### src/rtl/serial_tx_mmio.sv
// Memory-mapped 8N1 UART transmitter with a byte FIFO and a status word for the read mux.
// Optional even-parity bit when SERIAL_PARITY_EN is defined.
module serial_tx_mmio #(
  parameter int unsigned DIVISOR    = 434,
  parameter int unsigned FIFO_DEPTH = 16
) (
  input  logic        clk,
  input  logic        rst_n,
  input  logic        sel,
  input  logic        we,
  input  logic [3:0]  addr,
  input  logic [31:0] din,
  output logic [31:0] dout,
  output logic        tx,
  output logic        irq_empty
);

  localparam int unsigned CNT_W  = (DIVISOR > 1) ? $clog2(DIVISOR) : 1;
  localparam int unsigned PTR_W  = $clog2(FIFO_DEPTH);
  localparam int unsigned FCNT_W = PTR_W + 1;
  localparam logic [CNT_W-1:0]  BAUD_LAST = CNT_W'(DIVISOR - 1);
  localparam logic [FCNT_W-1:0] FIFO_FULL = FCNT_W'(FIFO_DEPTH);

  typedef enum logic [2:0] {
    ST_IDLE,
    ST_START,
    ST_DATA,
    ST_PARITY,
    ST_STOP
  } state_e;

  state_e             state_q, state_d;
  logic [CNT_W-1:0]   baud_q, baud_d;
  logic [2:0]         bit_q, bit_d;
  logic [7:0]         shift_q, shift_d;
  logic               tx_q, tx_d;
  logic               irq_q, irq_d;
  logic               ovf_q, ovf_d;
  logic [PTR_W-1:0]   wr_ptr_q, wr_ptr_d;
  logic [PTR_W-1:0]   rd_ptr_q, rd_ptr_d;
  logic [FCNT_W-1:0]  count_q, count_d;
  logic [7:0]         mem_q [FIFO_DEPTH];
  logic [7:0]         mem_d [FIFO_DEPTH];
`ifdef SERIAL_PARITY_EN
  logic               parity_q, parity_d;
`endif

  logic        wr_hit_c, st_hit_c, full_c, empty_c, baud_wrap_c, push_ok_c, pop_c;
  logic [7:0]  head_c;
  logic [31:0] status_c;
  logic        unused_c;

  assign wr_hit_c    = sel & we & (addr[3:2] == 2'd0);
  assign st_hit_c    = sel & we & (addr[3:2] == 2'd1);
  assign full_c      = (count_q == FIFO_FULL);
  assign empty_c     = (count_q == '0);
  assign baud_wrap_c = (baud_q == BAUD_LAST);
  assign push_ok_c   = wr_hit_c & ~full_c;
  assign head_c      = mem_q[rd_ptr_q];
  assign unused_c    = ^{addr[1:0], din[31:8]};

  // Frame sequencer: baud timing, bit shifting and FIFO pop decision.
  always_comb begin
    state_d = state_q;
    baud_d  = baud_q;
    bit_d   = bit_q;
    shift_d = shift_q;
    pop_c   = 1'b0;
`ifdef SERIAL_PARITY_EN
    parity_d = parity_q;
`endif
    if (state_q != ST_IDLE) begin
      baud_d = baud_wrap_c ? '0 : baud_q + CNT_W'(1);
    end
    case (state_q)
      ST_IDLE: begin
        if (!empty_c) pop_c = 1'b1;
      end
      ST_START: begin
        if (baud_wrap_c) state_d = ST_DATA;
      end
      ST_DATA: begin
        if (baud_wrap_c) begin
          shift_d = shift_q >> 1;
          bit_d   = bit_q + 3'd1;
          if (bit_q == 3'd7) begin
`ifdef SERIAL_PARITY_EN
            state_d = ST_PARITY;
`else
            state_d = ST_STOP;
`endif
          end
        end
      end
`ifdef SERIAL_PARITY_EN
      ST_PARITY: begin
        if (baud_wrap_c) state_d = ST_STOP;
      end
`endif
      ST_STOP: begin
        if (baud_wrap_c) begin
          if (!empty_c) pop_c = 1'b1;
          else          state_d = ST_IDLE;
        end
      end
      default: state_d = ST_IDLE;
    endcase
    // A pop always loads the head byte and starts a fresh frame with no idle gap.
    if (pop_c) begin
      state_d = ST_START;
      shift_d = head_c;
      baud_d  = '0;
      bit_d   = '0;
`ifdef SERIAL_PARITY_EN
      parity_d = ^head_c;
`endif
    end
  end

  // FIFO storage, pointers, count and sticky overflow.
  always_comb begin
    mem_d    = mem_q;
    wr_ptr_d = wr_ptr_q;
    rd_ptr_d = rd_ptr_q;
    ovf_d    = ovf_q;
    if (push_ok_c) begin
      mem_d[wr_ptr_q] = din[7:0];
      wr_ptr_d        = wr_ptr_q + PTR_W'(1);
    end
    if (pop_c) rd_ptr_d = rd_ptr_q + PTR_W'(1);
    if (wr_hit_c && full_c)         ovf_d = 1'b1;
    else if (st_hit_c && din[3])    ovf_d = 1'b0;
    count_d = count_q + FCNT_W'(push_ok_c) - FCNT_W'(pop_c);
  end

  // Registered line level and interrupt follow the next state.
  always_comb begin
    tx_d = 1'b1;
    case (state_d)
      ST_START:  tx_d = 1'b0;
      ST_DATA:   tx_d = shift_d[0];
`ifdef SERIAL_PARITY_EN
      ST_PARITY: tx_d = parity_d;
`endif
      default:   tx_d = 1'b1;
    endcase
    irq_d = (count_d == '0) && (state_d == ST_IDLE);
  end

  always_comb begin
    status_c       = '0;
    status_c[0]    = full_c;
    status_c[1]    = empty_c;
    status_c[2]    = (state_q != ST_IDLE);
    status_c[3]    = ovf_q;
`ifdef SERIAL_PARITY_EN
    status_c[4]    = 1'b1;
`endif
    status_c[16:8] = 9'(count_q);
    dout           = addr[3] ? 32'h0 : status_c;
  end

  always_ff @(posedge clk or negedge rst_n) begin
    if (!rst_n) begin
      state_q  <= ST_IDLE;
      baud_q   <= '0;
      bit_q    <= '0;
      shift_q  <= '0;
      tx_q     <= 1'b1;
      irq_q    <= 1'b1;
      ovf_q    <= 1'b0;
      wr_ptr_q <= '0;
      rd_ptr_q <= '0;
      count_q  <= '0;
      mem_q    <= '{default: '0};
`ifdef SERIAL_PARITY_EN
      parity_q <= 1'b0;
`endif
    end else begin
      state_q  <= state_d;
      baud_q   <= baud_d;
      bit_q    <= bit_d;
      shift_q  <= shift_d;
      tx_q     <= tx_d;
      irq_q    <= irq_d;
      ovf_q    <= ovf_d;
      wr_ptr_q <= wr_ptr_d;
      rd_ptr_q <= rd_ptr_d;
      count_q  <= count_d;
      mem_q    <= mem_d;
`ifdef SERIAL_PARITY_EN
      parity_q <= parity_d;
`endif
    end
  end

  assign tx        = tx_q;
  assign irq_empty = irq_q;

endmodule

### config.mk
export PLATFORM = sky130hd
export DESIGN_NAME = serial_tx_mmio
export DESIGN_NICKNAME = d
export VERILOG_FILES = /design/src/rtl/serial_tx_mmio.sv
export SDC_FILE = /design/constraint.sdc
export NUM_CORES = 1
export LEC_CHECK = 0
export ABC_AREA = 1
export BUFFER_PORTS_ARGS = -buffer_cell sky130_fd_sc_hd__buf_2
export CAP_MARGIN = 20
export CORE_MARGIN = 2
export CORE_UTILIZATION = 50
export DETAILED_ROUTE_END_ITERATION = 6
export PLACE_DENSITY = 0.75
export SLEW_MARGIN = 40
export SYNTH_ARGS = -nofsm -noshare
export SYNTH_HDL_FRONTEND = slang
export SYNTH_SLANG_ARGS = --single-unit
### constraint.sdc
create_clock -name clk -period 3.71 [get_ports clk]
set_input_delay 0.371 -clock clk [delete_from_list [all_inputs] [get_ports clk]]
set_output_delay 0.371 -clock clk [all_outputs]
set_load 0.005 [all_outputs]
==> run_results.csv <==
group,metric,value,unit
setup_path,crit_family,"simple AND/OR/NAND/NOR gates",
timing,relSlewSlack,49.43,%
cells_and_area,final_util,55.45,%
setup_path,critPathSlowestCell,"fa_1",
clock_network,cts_tree,"built",
placement,io_buffers,24,
hold_path,hold_path_class,"in -> reg",
clock_network,clock_path_buffers,2,
clock_network,cts.sinks,167,
grt,grt_max_degree,80,
clock_network,clockRootBuffer,"clkbuf_16",
synthesis,yosysTopAreaCell,"dfrtp_1",
cells_and_area,final_nets,1136,
synthesis,synth-seq-cells,167,
setup_path,worstSetupStartpointType,"register",
placement,gp_congestion,0.9214,
synthesis,ys_types,40,
setup_path,crit_required,4.08,ns
timing,timing.setup.tns,0,ns
setup_path,worst_setup_path_end_kind,"register",
floorplanning,core,17120,um^2
setup_path,path_class,"reg -> reg",
clock_network,cts_setup_buffers,0,
floorplanning,io-pin-count,74,
synthesis,yosysSeqAreaShare,48.13,%
synthesis,yosys-top-cells-count,"nand2_1 (332), dfrtp_1 (165), nand3_1 (123)",
routing,totalWireLength,19600,um
run,cap_viol_max_count,0,
setup_path,rrSetupSlack,0.56,ns
synthesis,netlist_area,8688,um^2
cells_and_area,syn_to_final_growth,9.231,%
grt,grt_usage,22.67,%
routing,first_pass_iters,5,
timing,drv_slew,0,
routing,via_per_inst,5.240,
synthesis,postSynth.asyncResetShare,100.0,%
cells_and_area,diodes,0,
cells_and_area,fillers,1565,
timing,tightest_slew,0.7586,ns
synthesis,synth_edf_count,0,
floorplanning,fp.dieArea,18450,um^2
routing,vias,6911,
timing,finClkSkew,0.008476,ns
power,peakVddDrop,0.3572,mV
grt,grt_antenna_before_repair,0,
placement,dpl_worst_slack,0.5388,ns
clock_network,clkTransAtPathRegs,0.06,ns
placement,placed_cell_area,8795,um^2
placement,dpl.hpwl,12510,um
synthesis,synth_top_area_share,47.52,%
grt,grt_pass1_vias,6386,
timing,period_needed,3.153,ns
clock_network,cts_resized,0,
setup_path,cp_max_fo,18,
synthesis,synth_area_leaders,"dfrtp_1 (48%), nand2_1 (14%), nand3_1 (7.1%), inv_1 (5.0%), o21ai_0 (4.1%)",
power,powerDensity,595.8,nW/um^2
timing,setup_viol,0,
routing,drt_iter0_drc,544,
synthesis,synth_top_flop_cell,"dfrtp_1",
timing,grt_setup_unrepaired,"no",
synthesis,syn_area_per_cell,8.015,um^2
floorplanning,die_h,135.8,um
synthesis,synthCells,1084,
setup_path,arrival,3.53,ns
timing,finalHoldViolCount,0,
synthesis,synth.most_common_cell,"nand2_1",
power,p_leak,4.593,nW
routing,wl_per_cell,14.86,um
clock_network,htree_levels,4,
cells_and_area,postLayoutCellArea,9490,um^2
floorplanning,die_x,135.8,um
cells_and_area,drive_gt1_share,10.79,%
routing,ant_nets,0,
setup_path,critPathMaxStageDelay,0.48,ns
setup_path,path_buf_inv,5,
clock_network,cts-buffers-inserted,17,
floorplanning,rows,48,
run_status,status,"completed",
grt,overflow,0,
setup_path,crit_path_cell_trace,"inv_1, ha_1, nand4_1, nand2_4, inv_8, nor2_1, inv_1, nand2_1, ha_1, inv_1, fa_1, inv_1, or2_2, nor2_1, nand3_1, nor2_1, nand2_1, nor2_1",
routing,drc,0,
synthesis,yosysWarnings,0,
floorplanning,start_util,50.76,%
timing,fmaxAchievable,317.1,MHz
timing,setup_ws,0.5569,ns
timing,min_period_over_period,84.99,%
grt,grt_pass1_wl,32800,um
clock_network,worstSkewPairLatency,0.44,ns
==> layout by cell type, fill, tap and decap left out, types with 4 or more instances in the layout <==
cell and n:
nand4_1 5, o21ai_0 72, ha_1 14, clkbuf_16 17, nand3_2 4, nand4_4 4
o21ai_2 25, o21ai_1 48, nand3_1 123, nor2_1 50, a21oi_1 9, inv_6 5
buf_4 8, dfrtp_1 164, inv_1 114, bufinv_16 5, xor2_1 8, buf_2 23
nand2_1 332, conb_1 23, nand3_4 5
==> sequential cells by signal, indices dropped and copies added (netlist names) <==
register	flops
baud_q	9
bit_q	3
count_q	5
irq_empty	1
mem_q	128
ovf_q	1
rd_ptr_q	4
shift_q	8
state_q	3
tx	1
wr_ptr_q	4
==> cell type report <==
cell class,instances,area (um^2),share of cell area (%)
Inverter,118,450.4,4.746
Sequential cell,167,4183,44.07
Clock buffer,18,439.2,4.628
Multi-Input combinational cell,742,3674,38.71
Clock inverter,14,219.0,2.307
Timing Repair Buffer,35,244.0,2.571
Tap cell,225,281.5,2.966
==> metal layers <==
layer	GRT usage (%)	up-vias	share of wire, %
met5	0	-	0
met3	4.139	34	5.1
met4	8.507	0	2.2
li1	-	3396	-
met1	31.95	3278	47
met2	35.07	203	45
==> kinds of logic after synthesis <==
| logic type | count (synthesis) | synth area share, % |
|---|---|---|
| AO/OA/AOI/OAI | 157 | 10.20 |
| XOR/XNOR | 11 | 1.109 |
| adder cells (fa/ha/maj) | 15 | 2.247 |
| buffers and inverters | 197 | 10.54 |
| flip-flops | 167 | 48.13 |
| multiplexers | 1 | 0.1296 |
| other | 1 | 0.04316 |
| AND/OR/NAND/NOR | 535 | 27.61 |
==> worst paths after layout <==
check,from,cells past startpoint,to
setup / recovery,count_q[3],18,irq_empty
hold / removal,addr[2],2,ovf_q
setup reg to reg,count_q[3],18,irq_empty
hold reg to reg,mem_q[60],2,mem_q[60]
max in group asynchronous,rst_n,4,tx
min in group asynchronous,rst_n,2,mem_q[78]
==> through the flow <==
stage                     power [mW]  cells  hold slack (ns)
final                          5.654   1319           0.1818
after global routing           6.000   1319           0.2062
after CTS                      5.676   1317        0.0001984
after detailed placement       3.676   1285           0.4624
after floorplan                3.401   1106          0.07541
after global placement         3.614   1285           0.4588
==> worst reg2reg max path, stage by stage (launching register included) <==
cell     delay (ns)
dfrtp_1        0.39
inv_1          0.10
ha_1           0.19
nand4_1        0.23
nand2_4        0.21
inv_8          0.11
nor2_1         0.22
inv_1          0.09
nand2_1        0.07
ha_1           0.16
inv_1          0.06
fa_1           0.48
inv_1          0.05
or2_2          0.27
nor2_1         0.11
nand3_1        0.08
nor2_1         0.12
nand2_1        0.06
nor2_1         0.10
==> where the power goes <==
| part | switching [mW] | leakage (nW) | internal [mW] | total (mW) |
|---|---|---|---|---|
| combinational | 0.745 | 2.03 | 0.459 | 1.20 |
| sequential | 0.245 | 2.24 | 2.23 | 2.47 |
| clock | 0.758 | 0.318 | 1.22 | 1.98 |
==> timing repair <==
action                                  in CTS  in global routing
endpoints found under the hold margin        0                 20
endpoints found under the setup margin       0                  0
hold buffers                                 0                  1
Power figures use the tool's default switching activity.
